## src/rtl/seg_pkg.sv

```systemverilog
// Shared definitions for the 7-segment display blocks: nibble width, blank
// pattern and the leading-zero test used by scan controllers.
package seg_pkg;

    localparam int         NIBBLE_W   = 4;
    localparam logic [6:0] SEG_OFF    = 7'h7F;
    localparam int         MAX_DIGITS = 8;
    localparam int         WORD_W     = NIBBLE_W * MAX_DIGITS;

    // True when digit idx and every more-significant digit are zero; digit 0 never blanks.
    function automatic logic lz_mask(input logic [WORD_W-1:0] word, input logic [2:0] idx);
        logic nonzero;
        nonzero = 1'b0;
        for (int k = 0; k < MAX_DIGITS; k++) begin
            if (k >= int'(idx) && word[NIBBLE_W*k +: NIBBLE_W] != '0)
                nonzero = 1'b1;
        end
        return (idx != 3'd0) && !nonzero;
    endfunction

endpackage

```

## src/rtl/seg_tick_gen.sv

```systemverilog
// Digit-slot divider: counts 0..CLK_DIV-1, flags the last count (tick) and the
// first count (guard) of every slot.
module seg_tick_gen #(
    parameter int CLK_DIV = 10000
) (
    input  logic clk,
    input  logic rst_n,
    output logic tick,
    output logic guard
);

    localparam int             CW       = $clog2(CLK_DIV);
    localparam logic [CW-1:0]  CNT_LAST = CW'(CLK_DIV - 1);

    logic [CW-1:0] cnt;

    always_ff @(posedge clk or negedge rst_n) begin
        if (!rst_n)
            cnt <= '0;
        else if (tick)
            cnt <= '0;
        else
            cnt <= cnt + 1'b1;
    end

    assign tick  = (cnt == CNT_LAST);
    assign guard = (cnt == '0);

endmodule

```

## src/rtl/seg_scan_ctrl.sv

```systemverilog
// Multiplexed scan controller for a common-anode 7-segment display: snapshots
// the display word per frame and walks one active-low anode at a time.
import seg_pkg::*;

module seg_scan_ctrl #(
    parameter int DIGITS  = 8,
    parameter int CLK_DIV = 10000
) (
    input  logic                       clk,
    input  logic                       rst_n,
    input  logic [NIBBLE_W*DIGITS-1:0] data_i,
    input  logic                       load_i,
    input  logic                       lz_en_i,
    output logic [NIBBLE_W-1:0]        dec_o,
    output logic [DIGITS-1:0]          an_o,
    output logic                       blank_o,
    output logic                       frame_o
);

    localparam int            IW       = (DIGITS > 1) ? $clog2(DIGITS) : 1;
    localparam int            DW       = NIBBLE_W * DIGITS;
    localparam logic [IW-1:0] IDX_LAST = IW'(DIGITS - 1);

    logic              tick;
    logic              guard;
    logic              wrap;
    logic [IW-1:0]     idx;
    logic [DW-1:0]     shadow;
    logic [DW-1:0]     pend_data;
    logic              pend;
    logic [DIGITS-1:0] an_sel;
    logic [WORD_W-1:0] word_ext;

    seg_tick_gen #(.CLK_DIV(CLK_DIV)) u_tick (
        .clk   (clk),
        .rst_n (rst_n),
        .tick  (tick),
        .guard (guard)
    );

    assign wrap     = tick && (idx == IDX_LAST);
    assign word_ext = WORD_W'(shadow);

    always_comb begin
        an_sel      = '1;
        an_sel[idx] = 1'b0;
    end

    always_ff @(posedge clk or negedge rst_n) begin
        if (!rst_n)
            idx <= '0;
        else if (tick)
            idx <= (idx == IDX_LAST) ? '0 : idx + 1'b1;
    end

    // Shadow only changes on the frame wrap; a load in the wrap cycle itself bypasses pend.
    always_ff @(posedge clk or negedge rst_n) begin
        if (!rst_n) begin
            pend_data <= '0;
            pend      <= 1'b0;
            shadow    <= '0;
        end else if (wrap) begin
            shadow <= load_i ? data_i : (pend ? pend_data : shadow);
            pend   <= 1'b0;
            if (load_i)
                pend_data <= data_i;
        end else if (load_i) begin
            pend_data <= data_i;
            pend      <= 1'b1;
        end
    end

    // Guard slot keeps all anodes off so the previous digit cannot ghost into the next.
    always_ff @(posedge clk or negedge rst_n) begin
        if (!rst_n) begin
            dec_o   <= '0;
            an_o    <= '1;
            blank_o <= 1'b1;
            frame_o <= 1'b0;
        end else begin
            dec_o   <= shadow[NIBBLE_W*idx +: NIBBLE_W];
            an_o    <= guard ? '1 : an_sel;
            blank_o <= guard || (lz_en_i && lz_mask(word_ext, 3'(idx)));
            frame_o <= guard && (idx == '0);
        end
    end

endmodule

```

## config.mk

```make
export PLATFORM = sky130hd
export DESIGN_NAME = seg_scan_ctrl
export DESIGN_NICKNAME = d
export VERILOG_FILES = /design/src/rtl/seg_pkg.sv /design/src/rtl/seg_tick_gen.sv /design/src/rtl/seg_scan_ctrl.sv
export SDC_FILE = /design/constraint.sdc
export NUM_CORES = 1
export LEC_CHECK = 0
export ABC_AREA = 0
export CAP_MARGIN = 20
export CORE_UTILIZATION = 39
export CTS_CLUSTER_DIAMETER = 80
export DETAILED_ROUTE_END_ITERATION = 12
export DONT_BUFFER_PORTS = 1
export GPL_TIMING_DRIVEN = 0
export RECOVER_POWER = 25
export SLEW_MARGIN = 20
export SYNTH_ARGS = -nofsm -noshare
export SYNTH_HDL_FRONTEND = slang
export SYNTH_SLANG_ARGS = --single-unit
```

## constraint.sdc

```tcl
create_clock -name clk -period 2.4 [get_ports clk]
set_clock_uncertainty 0.05 [all_clocks]
set_input_delay 0.36 -clock clk [delete_from_list [all_inputs] [get_ports clk]]
set_output_delay 0.36 -clock clk [all_outputs]
set_load 0.01 [all_outputs]
```

==> metrics, run 1 <==
Vias/cell=about 5; clock slew at the register clock pins of the worst setup and hold paths=90 ps; CP cell instances=or4_4 -> nor4_4 -> and3b_1 -> buf_6 -> buf_12 -> mux2_1; maxcap violations=0; Buf/Inv on CP=2; core box area=10400 sq um; R2R depth=6; Cells after Synth=approximately 290; Final Cell Area=roughly 4700 sq um; vias in the first global route=around 2400; Final nets=around 340; post-route ant nets=0; GR Overflow Total=0; CTS buffer count=9; port bufs=0; ys flop type=dfrtp_1; Critical Path RT=2580 ps; peak supply drop=0.279 mV; critical path's slowest cell=or4_4; Worst Hold Class=input port to async pin; Mean Syn Cell Area=~15 sq um; vias post-DR=roughly 2200; family with the most delay on the worst path=simple AND/OR/NAND/NOR gates; largest net degree at the start of global routing=97; Mapped Area=4210 sq um; Final min period=2330 ps; worst setup path class=flop to flop; Starting Density=40.6%; Site Rows=37; Distinct cells, synth=38; worst-path fanout max=10; global placement routability congestion=0.766; Residual DRC=0; clock latency on the worst-skew pair=about 360 ps; initial drt markers=64; DR pass1 iterations=4; clock tree sinks=96; Final Util=45.0%; Slew @ Worst Pin=545 ps; routed len/inst=between 15 and 20 um; Synth-to-Final Area Change=10.9%; IO Count=50; first-pass GRT wire length=~12000 um; Final period util=96.9%; layout cells sized above 1=between 30% and 40%; Pwr Total=0.00303 W; Critical Path Source Type=flop; Detail Placement HPWL=approximately 5300 um; CP max stage delay=550 ps; status=complete, but fails checks; Fmax achieved=430 MHz; post-synthesis sequential area ratio=57.4%; H-tree Lvls=3; power per cell area=around 650 nW/um^2; Total GRT Usage=14.6%; RSZ-0062 raised after global routing=no; Final Max Tran Viols=0; initial antenna violation count=1; die width=106 um; Mapped Nets=roughly 330; clock root cell=clkbuf_8; EDFF count, synth=0; Arr. time, crit path=2510 ps; Seq cells post-synth=96; filler instances=923; number of synthesis warnings=0; final setup fails=0; DIE HEIGHT=106 um; leak pwr=a little over 2 nW; CTS tree=built; Routed WL=7360 um; failing checks=negative hold slack; total die area=around 11000 sq um; CTS max path bufs=2; element type at the critical path end=flop; Slew HR=63.7%; ys async rst share=100%; Hold Violations, Final=96; Cell Area, Placed=4380 sq um; WP depth=6; Hold WS=-364 ps
-- flip-flops by register name, summed over array words and instances (netlist names) --
name        count
frame_o         1
pend            1
idx             3
blank_o         1
dec_o           4
shadow         32
pend_data      32
u_tick.cnt     14
an_o            8
-- report_power, final --
| group | internal, W | leakage [nW] | switching (W) |
|---|---|---|---|
| registers | 0.00167 | 1.21 | 0.0000121 |
| clock network | 0.000721 | 0.116 | 0.000530 |
| logic | 0.0000530 | 0.740 | 0.0000410 |
| total | 0.00244 | 2.07 | 0.000583 |
-- through the flow --
step	TNS [ps]	instances	setup WS, ps
detailed placement	-1890	423	-230
floorplan	0	287	122
CTS	0	439	11.7
global placement	-1650	423	-181
finish	0	444	74.9
global route	0	443	4.42
-- metal layers --
metal  GRT usage, %  wire [um]
met5              0          0
met4           5.85         78
met3           4.70        376
met2           22.2       3430
met1           19.3       3480
-- cells by family (layout without fill, tap and decap cells) --
kind of cell    count (synthesis)  in the layout  synth area share [%]
buf+inv                        18             38                  2.94
fa+ha+maj                       6              6                  1.78
mux                            75             75                  24.6
simple gates                   69             69                  9.10
compound gates                 11             11                  1.69
flops                          96             96                  57.4
other cells                     0              1                     0
xor+xnor                       12             12                  2.50
-- synth_stat cells (2+ instances only) --
cell	number	share of area, %
dfrtp_1	87	52
mux2_2	37	9.9
mux2_4	27	9.6
nand2_1	15	1.3
nor2_1	15	1.3
dfstp_2	9	5.6
mux4_2	8	4.3
nand3_1	7	0.83
clkbuf_1	6	0.54
ha_1	6	1.8
xnor2_1	6	1.2
xor2_1	6	1.2
inv_1	5	0.45
nand4_1	5	0.74
nor4_1	5	0.74
o21ai_0	4	0.48
or4_1	4	0.71
buf_1	3	0.27
buf_12	3	1.4
mux2_1	3	0.80
a21oi_1	2	0.24
and3_1	2	0.30
and4_1	2	0.42
nor2b_1	2	0.30
nor3_1	2	0.24
o31ai_1	2	0.36
or2_2	2	0.30
or3_1	2	0.30
-- area by class of cell --
cell class,count,area [sq um],area share (%)
flip-flops and latches,96,2420,51.8
diodes,1,2.50,0.0536
plain buffers,12,105,2.25
well taps,136,170,3.65
clock buffers,11,141,3.03
multi-input cells,173,1670,35.8
repair buffers,5,37.5,0.804
clock inverters,5,105,2.25
inverters,5,18.8,0.402
-- cell usage in the layout (no fill, tap or decap), types with 5 or more instances in the layout --
cell type | synthesis | final
nor4_1 | 5 | 5
nand4_1 | 5 | 5
inv_1 | 5 | 5
xor2_1 | 6 | 6
nand3_1 | 7 | 7
mux2_4 | 27 | 27
mux4_2 | 8 | 8
dfrtp_1 | 87 | 85
buf_4 | 0 | 5
mux2_2 | 37 | 37
dfstp_2 | 9 | 9
clkbuf_8 | 0 | 10
xnor2_1 | 6 | 6
nor2_1 | 15 | 15
nand2_1 | 15 | 15
ha_1 | 6 | 6
clkbuf_1 | 6 | 6
-- timing repair --
item / in CTS / in global routing
endpoints found under the setup margin: 31 / 10
buffers inserted: 1 / 4
pin swaps: 1 / 1
endpoints found under the hold margin: 96 / 96
gates resized for setup: 1 / 2
-- path summary, 6_finish.rpt --
path / start / slack (ps) / to
min in group clk: data_i[14] / 110 / pend_data[14]
hold reg to reg: pend_data[1] / 450 / pend_data[1]
setup reg to reg: u_tick.cnt[6] / 70 / shadow[7]
max in group asynchronous: rst_n / 2450 / an_o[4]
setup / recovery: u_tick.cnt[6] / 70 / shadow[7]
hold / removal: rst_n / -360 / pend_data[0]
Power figures use the tool's default switching activity.
==> run 2: changes to the inputs <==
--- a/config.mk
+++ b/config.mk
@@ -6,13 +6,14 @@
 export NUM_CORES = 1
 export LEC_CHECK = 0
 export ABC_AREA = 0
-export CAP_MARGIN = 20
+export CORE_MARGIN = 8
 export CORE_UTILIZATION = 39
 export CTS_CLUSTER_DIAMETER = 80
 export DETAILED_ROUTE_END_ITERATION = 12
 export DONT_BUFFER_PORTS = 1
 export GPL_TIMING_DRIVEN = 0
 export RECOVER_POWER = 25
+export SKIP_LAST_GASP = 1
 export SLEW_MARGIN = 20
 export SYNTH_ARGS = -nofsm -noshare
 export SYNTH_HDL_FRONTEND = slang
==> metrics, run 2 (synthesis results as in run 1) <==
Slew HR=between 60% and 70%; element type at the critical path end=flop; Total GRT Usage=approximately 12%; CTS buffer count=9; Site Rows=38; layout cells sized above 1=35.6%; Antenna Cells=0; Worst Setup SP=u_tick.cnt[7]; Final min period=2300 ps; initial drt markers=146; most common cell after layout, fill and taps aside=dfrtp_1; Starting Density=39.3%; biggest regs=pend_data: 32 flops, shadow: 32 flops, u_tick.cnt: 14 flops; Residual DRC=0; met2 WL=3510 um; worst setup path class=flop to flop; Synth-to-Final Area Change=9.28%; clock root cell=clkbuf_8; Arr. time, crit path=between 2000 and 3000 ps; clock tree sinks=96; CP cell instances=or4_4 -> nor4_4 -> and3b_1 -> buf_6 -> buf_12 -> mux2_1; Critical Path Source Type=flop; clock slew at the register clock pins of the worst setup and hold paths=roughly 90 ps; Hold Violations, Final=96; Cell Area, Placed=4380 sq um; H-tree Lvls=3; first-pass GRT wire length=13500 um; Worst R2R Setup Slack=around 97 ps; final worst setup slack=a little under 100 ps; RSZ-0062 raised after global routing=no; post-route ant nets=0; largest net degree at the start of global routing=97; GR Overflow Total=0; vias in the first global route=2415; R2R depth=6; vias post-DR=2235; IO Count=50; CTS tree=built; Critical Path End=shadow[7]; core box area=10700 sq um; Fmax achieved=about 430 MHz; routed len/inst=18.3 um; Final Cell Area=roughly 4600 sq um; global placement routability congestion=0.845; Slew @ Worst Pin=531 ps; total die area=14400 sq um; status=complete, but fails checks; Final Util=43.0%; Detail Placement HPWL=5810 um; DR pass1 iterations=4; port bufs=0; final setup fails=0; Vias/cell=5.05; initial antenna violation count=1; leak pwr=2.04 nW; Routed WL=8130 um; Final Max Tran Viols=0; die width=120 um; CTS max path bufs=2; peak supply drop=0.259 mV; setup_tns=0 ps; failing checks=negative hold slack; post-placement setup slack=-203 ps; DIE HEIGHT=~120 um; Critical Path RT=2600 ps; Final period util=96.0%; Pwr Total=0.00287 W; Final nets=340; Max Used Layer=met5; CP max stage delay=580 ps; clock latency on the worst-skew pair=360 ps; power per cell area=625 nW/um^2; wl on met1=3960 um; critical path's slowest cell=or4_4; Worst Hold Class=input port to async pin; worst-path fanout max=10; R2R Path Start=u_tick.cnt[7]; WL met3=510 um; Hold WS=-367 ps; most frequent cells in the layout=dfrtp_1 (86), mux2_2 (37), mux2_4 (27), nor2_1 (15), nand2_1 (15); maxcap violations=0; reg2reg end=shadow[7]
-- run 2: power by group --
group          internal, W  switching, W
Sequential         0.00167     0.0000124
Combinational    0.0000531     0.0000425
Clock             0.000542      0.000553
-- run 2: final cells by class --
type | instances | area, sq um
flip-flops and latches | 96 | 2410
multi-input cells | 173 | 1670
fillers | 976 | 6100
repair buffers | 1 | 7.51
clock buffers | 12 | 155
well taps | 140 | 175
inverters | 5 | 18.8
plain buffers | 12 | 105
clock inverters | 4 | 51.3
-- run 2: critical path, delay by kind of cell, from the launching register on --
family,cells,cell delay [ps]
AND/OR/NAND/NOR,3,1080
flip-flops,1,440
multiplexers,1,320
buffers and inverters,2,300
-- run 2: how the worst min path moves through the flow --
stage	depth (start not counted)	to	from	slack, ps
floorplan	0	dec_o[0]	rst_n	10
global placement	0	pend_data[26]	rst_n	20
detailed placement	0	pend_data[26]	rst_n	20
CTS	0	pend_data[24]	rst_n	-390
global route	0	pend_data[26]	rst_n	-400
finish	0	pend_data[26]	rst_n	-370
-- run 2: timing repair --
item	CTS	global route
buffers inserted	1	0
endpoints found under the setup margin	31	1
pin swaps	1	0
resized for setup	0	3
endpoints found under the hold margin	96	96
-- run 2: stage by stage --
step | hold WS, ps | cells
after detailed placement | 17.7 | 427
final | -367 | 443
after global placement | 19.1 | 427
after global routing | -396 | 443
after floorplan | 14.4 | 287
after CTS | -386 | 443
-- run 2: layer usage --
metal	up-vias	GRT usage [%]
met5	-	0
met4	2	5.31
met3	18	4.32
met2	54	16.9
met1	1116	16.6
li1	1045	-
==> run 3: changes to the inputs <==
--- a/config.mk
+++ b/config.mk
@@ -8,6 +8,7 @@
 export ABC_AREA = 0
 export CORE_MARGIN = 8
 export CORE_UTILIZATION = 39
+export CTS_BUF_LIST = sky130_fd_sc_hd__clkbuf_2
 export CTS_CLUSTER_DIAMETER = 80
 export DETAILED_ROUTE_END_ITERATION = 12
 export DONT_BUFFER_PORTS = 1
==> metrics, run 3 (synthesis results as in run 1) <==
status=complete, no violations; CTS max path bufs=2; IO Count=50; worst-path fanout max=10; clock root cell=clkbuf_2; largest net degree at the start of global routing=97; Residual DRC=0; clock tree sinks=96; setup_tns=0 ps; routed len/inst=between 15 and 20 um; most common cell after layout, fill and taps aside=dfrtp_1; critical path's slowest cell=or4_4; Critical Path RT=2790 ps; core box area=10700 sq um; Synth-to-Final Area Change=15.8%; Worst Setup SP=u_tick.cnt[7]; initial drt markers=120; CP max stage delay=between 500 and 600 ps; CTS tree=built; Hold Violations, Final=0; Critical Path Source Type=flop; Critical Path End=shadow[7]; vias post-DR=2369; Antenna Cells=0; biggest regs=pend_data: 32 flops, shadow: 32 flops, u_tick.cnt: 14 flops; maxcap violations=0; RSZ-0062 raised after global routing=no; H-tree Lvls=3; Final nets=approximately 380; Final Max Tran Viols=0; GR Overflow Total=0; Final min period=~2300 ps; Detail Placement HPWL=5810 um; Vias/cell=4.93; Routed WL=8290 um; R2R Path Start=u_tick.cnt[7]; peak supply drop=0.270 mV; Slew @ Worst Pin=1260 ps; DIE HEIGHT=120 um; CP cell instances=or4_4 -> nor4_4 -> and3b_1 -> buf_6 -> buf_12 -> mux2_1; total die area=roughly 14000 sq um; die width=120 um; worst setup path class=flop to flop; R2R depth=6; initial antenna violation count=0; post-route ant nets=0; Final Util=a little under half; clock latency on the worst-skew pair=530 ps; reg2reg end=shadow[7]; Fmax achieved=between 400 and 500 MHz; Worst R2R Setup Slack=between 60 and 70 ps; clock slew at the register clock pins of the worst setup and hold paths=230 ps; port bufs=0; global placement routability congestion=0.845; first-pass GRT wire length=14100 um; Starting Density=39.3%; Arr. time, crit path=2730 ps; Slew HR=15.9%; Total GRT Usage=roughly an eighth; layout cells sized above 1=~33%; power per cell area=536 nW/um^2; Site Rows=38; CTS buffer count=9; element type at the critical path end=flop; DR pass1 iterations=4; most frequent cells in the layout=dfrtp_1 (86), mux2_2 (37), dlygate4sd3_1 (34), mux2_4 (27); leak pwr=roughly 2.2 nW; vias in the first global route=2614; final setup fails=0; Final period util=97.2%; Worst Hold Class=input port to flop
[run 3: metal layers]
layer	share of wire, %	vias to the layer above	global-route usage (%)
met3	5.3	10	3.19
met2	45	65	17.9
met1	48	1176	17.4
met5	0	-	0
met4	1.3	0	5.54
li1	-	1118	-
[run 3: stage by stage]
step	setup WS, ps	cell area, sq um	hold WS [ps]	cells	power (W)
final	67.1	4870	268	481	0.00261
after floorplan	122	4210	14.4	287	0.00179
after CTS	-80.7	4860	236	478	0.00266
after detailed placement	-203	4380	17.7	427	0.00181
after global routing	1.39	4870	259	481	0.00274
after global placement	-189	4380	19.1	427	0.00181
[run 3: power breakdown]
group	total [W]	internal, W	leakage (nW)	switching, W
Combinational	0.000170	0.0000904	0.881	0.0000794
Clock	0.000756	0.000240	0.0674	0.000515
Sequential	0.00169	0.00167	1.22	0.0000126
Total	0.00261	0.00200	2.16	0.000607
[run 3: final cells by class]
cell class              count  area [sq um]
clock buffers              10          50.0
well taps                 140           175
repair buffers             39           378
inverters                   5          18.8
fillers                   980          5830
flip-flops and latches     96          2410
plain buffers              12           105
clock inverters             6          58.8
multi-input cells         173          1670
[run 3: how the worst min path moves through the flow]
| stage | from | to | slack (ps) | cells after the start |
|---|---|---|---|---|
| 2_1_floorplan | rst_n | dec_o[0] | 10 | 0 |
| 3_3_place_gp | rst_n | pend_data[26] | 20 | 0 |
| 3_5_place_dp | rst_n | pend_data[26] | 20 | 0 |
| 4_1_cts | load_i | pend | 240 | 3 |
| 5_1_grt | load_i | pend | 260 | 3 |
| 6_report | load_i | pend | 270 | 3 |
[run 3: critical path, delay by kind of cell (launching register included)]
kind | cells | cell delay [ps]
flip-flops | 1 | 490
multiplexers | 1 | 330
buffers and inverters | 2 | 300
AND/OR/NAND/NOR | 3 | 1080
[run 3: what timing repair did]
action,4_1_cts,5_1_grt
endpoints found under the setup margin,31,1
buffers inserted,1,3
pin swaps,1,0
hold buffers,35,0
gates cloned,0,0
resized for setup,0,2
hold endpoints to repair,134,0
